**src/rtl/mem_bus_arbiter.sv**
```systemverilog
// rtl/mem_bus_arbiter.sv - two-port round-robin memory bus arbiter and sequencer
// Optional ACK_N watchdog compiled in with `define ARB_TIMEOUT_EN.
module mem_bus_arbiter #(
    parameter int AW             = 32,
    parameter int DW             = 32,
    parameter int TIMEOUT_CYCLES = 255
) (
    input  logic          CLK,
    input  logic          RESET,
    input  logic          MR0,
    input  logic          MW0,
    input  logic [AW-1:0] ADDR0,
    input  logic [DW-1:0] WDATA0,
    output logic          BUSY0,
    input  logic          MR1,
    input  logic          MW1,
    input  logic [AW-1:0] ADDR1,
    input  logic [DW-1:0] WDATA1,
    output logic          BUSY1,
    output logic [DW-1:0] RDATA,
    output logic [1:0]    ERR,
    output logic          AS_N,
    output logic          WR_N,
    output logic [AW-1:0] BUS_ADDR,
    output logic [DW-1:0] BUS_DOUT,
    input  logic [DW-1:0] BUS_DIN,
    input  logic          ACK_N,
    output logic [1:0]    GRANT,
    output logic [1:0]    STATE
);
    typedef enum logic [1:0] {
        S_IDLE   = 2'd0,
        S_ACCESS = 2'd1,
        S_DONE   = 2'd2
    } state_t;

    state_t state, state_nx;
    logic   req0, req1, pick1, pick_we;
    logic   we, last_grant, timeout;

    assign req0    = MR0 | MW0;
    assign req1    = MR1 | MW1;
    // last_grant=1 means port 1 was served last, so port 0 wins a tie
    assign pick1   = req1 & (~req0 | ~last_grant);
    assign pick_we = pick1 ? MW1 : MW0;

`ifdef ARB_TIMEOUT_EN
    localparam int CW = (TIMEOUT_CYCLES > 255) ? $clog2(TIMEOUT_CYCLES + 1) : 8;
    logic [CW-1:0] wait_cnt;
    logic [CW:0]   wait_inc;

    assign wait_inc = {1'b0, wait_cnt} + {{CW{1'b0}}, 1'b1};
    assign timeout  = ACK_N & (wait_inc == (CW+1)'(TIMEOUT_CYCLES));

    always_ff @(posedge CLK) begin
        if (RESET || state != S_ACCESS)
            wait_cnt <= '0;
        else if (ACK_N)
            wait_cnt <= wait_inc[CW-1:0];

        if (RESET)
            ERR <= 2'b00;
        else if (state == S_ACCESS && timeout)
            ERR <= GRANT;
        else
            ERR <= 2'b00;
    end
`else
    assign timeout = 1'b0;
    // Without the watchdog ERR is a constant zero
    assign ERR     = (TIMEOUT_CYCLES < 0) ? 2'b11 : 2'b00;
`endif

    always_ff @(posedge CLK) begin
        if (RESET)
            state <= S_IDLE;
        else
            state <= state_nx;
    end

    always_comb begin
        state_nx = S_IDLE;
        case (state)
            S_IDLE:   state_nx = (req0 | req1) ? S_ACCESS : S_IDLE;
            S_ACCESS: state_nx = (!ACK_N || timeout) ? S_DONE : S_ACCESS;
            S_DONE:   state_nx = S_IDLE;
            default:  state_nx = S_IDLE;
        endcase
    end

    always_comb begin
        STATE = state;
        BUSY0 = req0 & ~((state == S_DONE) & GRANT[0]);
        BUSY1 = req1 & ~((state == S_DONE) & GRANT[1]);
    end

    // Transaction attributes are captured once, on the IDLE->ACCESS edge
    always_ff @(posedge CLK) begin
        if (RESET) begin
            AS_N       <= 1'b1;
            WR_N       <= 1'b1;
            GRANT      <= 2'b00;
            RDATA      <= '0;
            BUS_ADDR   <= '0;
            BUS_DOUT   <= '0;
            we         <= 1'b0;
            last_grant <= 1'b1;
        end else begin
            case (state)
                S_IDLE: begin
                    if (req0 | req1) begin
                        GRANT      <= pick1 ? 2'b10 : 2'b01;
                        last_grant <= pick1;
                        BUS_ADDR   <= pick1 ? ADDR1 : ADDR0;
                        BUS_DOUT   <= pick1 ? WDATA1 : WDATA0;
                        we         <= pick_we;
                        AS_N       <= 1'b0;
                        WR_N       <= ~pick_we;
                    end
                end
                S_ACCESS: begin
                    if (!ACK_N && !we)
                        RDATA <= BUS_DIN;
                    if (state_nx == S_DONE) begin
                        AS_N <= 1'b1;
                        WR_N <= 1'b1;
                    end
                end
                S_DONE: GRANT <= 2'b00;
                default: begin
                    AS_N  <= 1'b1;
                    WR_N  <= 1'b1;
                    GRANT <= 2'b00;
                end
            endcase
        end
    end
endmodule

```
**config.mk**
```make
export PLATFORM = sky130hd
export DESIGN_NAME = mem_bus_arbiter
export DESIGN_NICKNAME = d
export VERILOG_FILES = /design/src/rtl/mem_bus_arbiter.sv
export SDC_FILE = /design/constraint.sdc
export NUM_CORES = 1
export LEC_CHECK = 0
export CAP_MARGIN = 10
export CORE_MARGIN = 2
export CORE_UTILIZATION = 41
export DETAILED_ROUTE_END_ITERATION = 6
export PLACE_DENSITY_LB_ADDON = 0.08
export SYNTH_ARGS = -nofsm -noshare
export SYNTH_HDL_FRONTEND = slang
export SYNTH_SLANG_ARGS = --single-unit
```
**constraint.sdc**
```tcl
create_clock -name CLK -period 4.04 [get_ports CLK]
set_input_delay 0.606 -clock CLK [delete_from_list [all_inputs] [get_ports CLK]]
set_output_delay 0.606 -clock CLK [all_outputs]
set_load 0.05 [all_outputs]
```
Word level (Yosys, flattened, before mapping)
Cells that the tools add are included.
Storage, ports and cells
  register bits: 104
  output and inout port bits: 106
  logic and storage cells: 52
Operators by class
  equality and inequality tests: 5
  mux-type cells: 14
  bitwise logic cells: 16
  reduce and logical (&&, ||, !) cells: 8
Operator list (number)
  32-bit two-way mux: 2
  2-bit case mux with 2 select lines: 2
  1-bit inverter: 7
  2-bit two-way mux: 3
  1-bit case mux with 3 select lines: 2
  2-bit AND reduction: 3
  1-bit AND: 5
  1-bit two-way mux: 5
  2-bit == test, second input constant: 2
  2-bit inequality test, second input constant: 2
  1-bit OR: 4
  3-bit AND reduction: 1
  2-bit by 1-bit == test with 1-bit output, second input constant: 1
  1-bit logical NOT: 2
  2-bit logical NOT: 1
  1-bit logical AND: 1

Depth between registers and ports, before layout
  word-level depth: 8
  gate-level depth with buffers: 6
  depth with buffers taken out: 3

Least setup slack after synthesis
OpenSTA, ideal clock, no wires.
  path kind: input to output
  from: input MR0
  to: output BUSY0
  arrival: 1815 ps
  data required time: 3434 ps
  slack: 1619 ps
  cell stages on the path: 4
  cell sequence: nor2_1 buf_2 buf_2 a21oi_1
Between the ends
  word-level cells in the longest chain between the ends: 2
Ends and longest elaborated chain
  start, declared: line 10  | input logic MR0,
  1-bit OR: line 41  | assign req0 = MR0 | MW0;
  1-bit AND: line 93  | BUSY0 = req0 & ~((state == S_DONE) & GRANT[0]);
  end, declared: line 14  | output logic BUSY0,
Every way passes these cells.

Final worst setup path
  from: input MW1
  to: output BUSY1
Between the ends
  word-level cells in the longest chain between the ends: 2
Ends and longest elaborated chain
  start, declared: line 16  | input logic MW1,
  1-bit OR: line 42  | assign req1 = MR1 | MW1;
  1-bit AND: line 94  | BUSY1 = req1 & ~((state == S_DONE) & GRANT[1]);
  end, declared: line 19  | output logic BUSY1,
Every way passes these cells.

==> summary.txt <==
Run status
  • Status: finished clean

Power and ir drop
  • Peak supply drop: slightly above 0.4 mV
  • Switch share: 33.1%
  • Psw: 1.04 mW
  • Gate power share: 31.7%
  • Internal power consumption: 2.10 mW
  • Sequential Power Share: 37.6%
  • Leak: 2.65 nW
  • Clock Power Share: 30.8%
  • Pwr dens: 410 mW/mm^2

Routing
  • TritonRoute pass-1 iters: 5
  • Iter 0 DRT Violations: 362
  • Vias per cell: 5.51
  • DR DRC count: 0
  • Detail Route Antenna Nets: 0
  • Detailed Route WL: 15.4 mm
  • Routed vias: about 4400
  • Avg WL per Cell: 19.2 microns

Worst setup path
  • Most used cell, CP: clkdlybuf4s50_1
  • Worst Setup End Kind: primary output
  • Crit path max-delay family: buffers and inverters
  • CP max stage cell: clkdlybuf4s50_1
  • Crit-path max FO: 6
  • Kind of critical path: in -> out
  • Worst Path Arrival: about 2400 ps
  • Cells along the critical path: clkdlybuf4s50_1 > nor2_1 > a21oi_1 > clkdlybuf4s50_1
  • Worst endpoint required time: roughly 3400 ps
  • Startpoint Class: primary input
  • Delay of the slowest critical-path stage: ~880 ps
  • Buf/Inv on CP: 2

Flow run
  • Max Cap Violations: 0

Global route
  • Largest net degree at the start of global routing: 69
  • Total GRT Usage: 25.0%
  • Number of global-route vias before repair: between 4000 and 5000
  • First-pass GRT wire length: 24.8 mm
  • Initial antenna violation count: 0
  • GRT Residual Overflow: 0

Layout
  • Nets: 825
  • Area Growth Syn to Fin: 64.0%
  • Proportion of layout cells with a drive suffix above 1: between 10% and 20%
  • # diodes: 0
  • Fillers: 869
  • Register area: 0.00208 sq mm
  • Final core occ: 69.7%
  • Multi-input gate area: 0.00229 sq mm

Timing
  • Setup violation total in the final timing report: 0
  • Min Clock Period, post-route: between 2000 and 3000 ps
  • RSZ-0062 raised after global routing: false
  • Fmax: 337 MHz
  • Least-Margin Pin Slew: 1130 ps
  • Fin crit share: 73.5%
  • Sum Neg Setup Slack: 0 ps
  • Clk_skew: 8.65 ps
  • PnR worst setup slack: 1070 ps
  • Slew HR: 24.5%
  • Final max-slew violation count: 0
  • Fin. Hold Viols: 0

Clock tree
  • Worst-path clk slew: approximately 70 ps
  • Clock Latency Late Sink: 350 ps
  • CTS buffer count: 9
  • Post-CTS setup buffers: 0
  • Clk buf depth: 2
  • # H-tree levels: 3
  • Clk sinks: 104
  • Root buffer cell: clkbuf_16
  • Post-CTS Resized: 0
  • CTS tree: done
  • Hold_buf cts: 0

Logic synthesis
  • Netlist cell types: 33
  • Cell Area, Synth: 0.00467 sq mm
  • Ys Warns: 0
  • Post-synth EDFFs: 0
  • Synth top area share: 44.6%
  • Ys flop type: dfxtp_1
  • Cells after Synth: 417
  • Async SR Flop Fraction: 0%
  • Yosys reg bits: between 100 and 150
  • Synth area leader: dfxtp_1
  • Synth area leaders: dfxtp_1 45%, nor4b_2 20%, a221o_1 14%
  • Synth Area per Inst: 11.2 sq um
  • Post-synthesis sequential area ratio: ~45%

Placed design
  • Detailed Place HPWL: 10.6 mm
  • Gp weighted congestion: 0.791
  • IO Port Bufs: 270
  • Pre-CTS setup slack: 1050 ps

Floorplanning
  • Full die area: 0.0123 sq mm
  • Core ar.: about 0.011 sq mm
  • Die height: 111 microns
  • DIE WIDTH: 111 microns
  • Initial Util: 42.5%
  • Io pins: approximately 270
  • FP Rows: 38

Min path
  • Worst hold path class: reg -> reg
==> cell usage in the layout (no fill, tap or decap), types with 2 or more instances in the layout <==
master and instances:
clkdlybuf4s50_1 270, nor4b_2 60, clkinvlp_4 2, nand2b_1 2, conb_1 2, nor2_1 4
clkbuf_16 9, a21oi_1 37, a21boi_0 2, bufinv_16 2, nand2_1 65, or3_1 2
clkinv_4 2, dfxtp_1 104, a221o_1 64, o21ai_0 4, buf_4 7, nor4b_1 4
==> power by group through the flow <==
stage	Sequential [mW]	Clock (mW)	Combinational, mW
3_3_place_gp	1.20	0	0.986
2_1_floorplan	1.52	0	0.284
5_1_grt	1.19	1.04	1.04
4_1_cts	1.18	0.992	0.999
3_5_place_dp	1.20	0	0.994
6_report	1.18	0.966	0.994
==> flip-flops by register name, summed over array words and instances (netlist names) <==
name and cells:
WR_N 1, BUS_DOUT 32, we 1, BUS_ADDR 32, last_grant 1, RDATA 32
AS_N 1, STATE 2, GRANT 2
==> Yosys cell counts (2+ instances only) <==
cell	number
a21boi_0	2
a21oi_1	37
a221o_1	64
buf_2	24
buf_4	2
buf_6	9
buf_8	4
clkbuf_1	10
dfxtp_1	104
nand2_1	65
nand2b_1	2
nor2_1	5
nor4b_1	4
nor4b_2	61
o21ai_0	4
or3_1	3
==> kinds of logic (layout without fill, tap and decap cells) <==
| logic type | after synthesis | after routing | share of synthesized area [%] |
|---|---|---|---|
| and+or+nand+nor | 147 | 147 | 28.1 |
| AOI/OAI and AO/OA | 115 | 115 | 20.0 |
| other | 1 | 2 | 0.0803 |
| buffers and inverters | 50 | 295 | 7.24 |
| DFF | 104 | 104 | 44.6 |
==> metal layers <==
metal | wire length [microns] | track usage [%]
met1 | 5970 | 29.3
met2 | 7620 | 41.3
met3 | 1380 | 10.0
met4 | 433 | 9.08
met5 | 0 | 0
==> final cells by class <==
| type | count | share of cell area [%] |
|---|---|---|
| clock buffer | 10 | 3.12 |
| clock inverter | 6 | 1.21 |
| inverter | 1 | 0.0490 |
| multi-input combinational | 264 | 29.9 |
| sequential | 104 | 27.2 |
| tap | 140 | 2.29 |
| timing repair buffer | 278 | 36.3 |
==> tightest hold or removal path, cell delays in order (launching register included) <==
cell and delay, ps:
dfxtp_1 310, nand2_1 50, a21oi_1 50
==> path summary, 6_finish.rpt <==
path                  start      endpoint  slack [ps]  cells past startpoint
setup / recovery        MW1         BUSY1        1070                      4
hold / removal    RDATA[20]     RDATA[20]         450                      2
setup reg to reg   STATE[0]  BUS_ADDR[26]        1830                      3
hold reg to reg   RDATA[20]     RDATA[20]         450                      2
==> per-stage QoR <==
step	cells	power [mW]	cell area [sq um]	hold WS, ps
5_1_grt	803	3.26	7650	480
2_1_floorplan	418	1.80	4670	477
3_5_place_dp	787	2.19	7320	446
6_report	803	3.14	7650	453
3_3_place_gp	787	2.18	7320	442
4_1_cts	803	3.17	7650	456
(Power assumes the default switching activity.)
==> RTL change, RTL diff (same settings) <==
Set the parameter `AW` to 64 (it was 32).
--- a/src/rtl/mem_bus_arbiter.sv
+++ b/src/rtl/mem_bus_arbiter.sv
@@ -2,5 +2,5 @@
 // Optional ACK_N watchdog compiled in with `define ARB_TIMEOUT_EN.
 module mem_bus_arbiter #(
-    parameter int AW             = 32,
+    parameter int AW             = 64,
     parameter int DW             = 32,
     parameter int TIMEOUT_CYCLES = 255
Ports: changed (resized ADDR0, ADDR1 and BUS_ADDR); port bits go from 273 to 369. The function was not compared with the original's and may differ.
==> RTL change against the unedited design <==
  * Total power up 42%
  * Clock power up 59%
  * First-iteration DRC count up 38%
  * Global-route usage up 3.8 points
  * Setup slack worse by 0.021 ns
  * Wire length up 46%
  * Utilization up 3.1 points
  * Synthesized cell count up 28%
  * Synthesized area up 24%
  * Sequential share of layout area down 0.15 points
  * Cell area up 32%
  * Sequential cell count up 32
  * Highest routed layer unchanged
==> RTL change: results (changes against the unedited design) <==
- Clock latency on the worst-skew pair: 0.42 ns (+0.07 ns)
- Synth area leaders: dfxtp_1 47%, a221o_1 17%, nor4b_2 11%
- Drt first-iter violations: 501 (+38%)
- Leakage power: 3.53 nW (+33%)
- TritonCTS Buffers: 17 (+8)
- RePlAce Congestion: 0.828 (+4.7%)
- Seq/Total Area, Yosys: 0.469 (+0.0234)
- Fillers: 948 (+9.1%)
- Most frequent cells after synthesis: 136 x dfxtp_1, 96 x a221o_1, 65 x nand2_1
- Biggest regs: BUS_ADDR x64, BUS_DOUT x32, RDATA x32
- Worst EP arrival: 2.38 ns (+0.02 ns)
- GRT Total Usage: 0.288 (+0.0384)
- Top delay family on crit path: buffers and inverters
- Vias/cell: 5.61 (+1.9%)
- WL/cell: 21.3 µm (+11%)
- Critical path peak fanout: 6 (unchanged)
- Buffers on Ports: 366 (+36%)
- Htree depth: 4 (+1)
- Peak VDD IR: 0.000314 V (-24%)
- Initial antenna violation count: 2 (+2)
- DP HPWL: 15500 µm (+46%)
- Pin count of the biggest net entering global routing: 97 (+41%)
- Switching Fraction: 0.340 (+0.00876)
- Status: finished clean
- Rel. slew slack: 0.269 (+0.0246)
-- RTL change: cell types whose count changed after synthesis, moves of 3 or more --
cell	unedited run	this run
nor4b_2	61	41
nor4b_1	4	56
buf_1	0	5
buf_8	4	0
a221o_1	64	96
clkbuf_1	10	28
buf_4	2	5
buf_6	9	5
dfxtp_1	104	136
-- RTL change: worst paths after layout --
kind	slack, ns	from	endpoint	depth (start not counted)
hold reg to reg	0.46	RDATA[23]$_SDFFE_PP0P_	RDATA[23]$_SDFFE_PP0P_	2
setup reg to reg	1.78	STATE[0]$_SDFF_PP0_	BUS_ADDR[43]$_SDFFE_PP0P_	4
setup / recovery	1.05	MW1	BUSY1	4
hold / removal	0.46	RDATA[23]$_SDFFE_PP0P_	RDATA[23]$_SDFFE_PP0P_	2
-- RTL change: worst min-delay path, cell delays in order (launching register included) --
cell     delay (ns)
dfxtp_1        0.31
nand2_1        0.05
a21oi_1        0.05
-- RTL change: power by group through the flow --
stage          combinational [mW]  sequential, mW  clock [mW]
6_report                     1.35            1.56        1.54
5_1_grt                      1.40            1.57        1.63
4_1_cts                      1.35            1.56        1.56
3_5_place_dp                 1.34            1.58           0
3_3_place_gp                 1.33            1.58           0
2_1_floorplan               0.338            2.02           0
-- RTL change: kinds of logic after synthesis --
group / after synthesis
AO/OA/AOI/OAI: 147
buffers and inverters: 69
flip-flops: 136
other: 1
AND/OR/NAND/NOR: 179
-- RTL change: metrics by stage --
stage | worst slack [ns] | cells | cell area [µm²] | utilization | hold slack (ns)
after floorplan | 1.60 | 533 | 5800 | - | 0.477
after global placement | 1.08 | 1022 | 9470 | 0.685 | 0.442
after detailed placement | 1.02 | 1022 | 9470 | 0.685 | 0.447
after CTS | 1.07 | 1054 | 10100 | 0.728 | 0.458
after global routing | 0.993 | 1056 | 10100 | 0.728 | 0.476
final | 1.05 | 1056 | 10100 | 0.728 | 0.456
-- RTL change: metal layers --
layer / vias up / track usage / part of all wire / wire length, µm
met5: - / 0 / 0 / 0
met1: 2821 / 0.307 / 0.36 / 8120
met4: 0 / 0.159 / 0.038 / 848
met3: 48 / 0.107 / 0.098 / 2200
met2: 292 / 0.493 / 0.50 / 11400
li1: 2767 / - / - / -
-- RTL change: cell type report --
type                       count  area share
clock inverter                13      0.0135
inverter                       1    0.000373
antenna                        2    0.000497
tap                          180      0.0224
clock buffer                  19      0.0450
multi-input combinational    328       0.274
sequential                   136       0.270
timing repair buffer         377       0.373
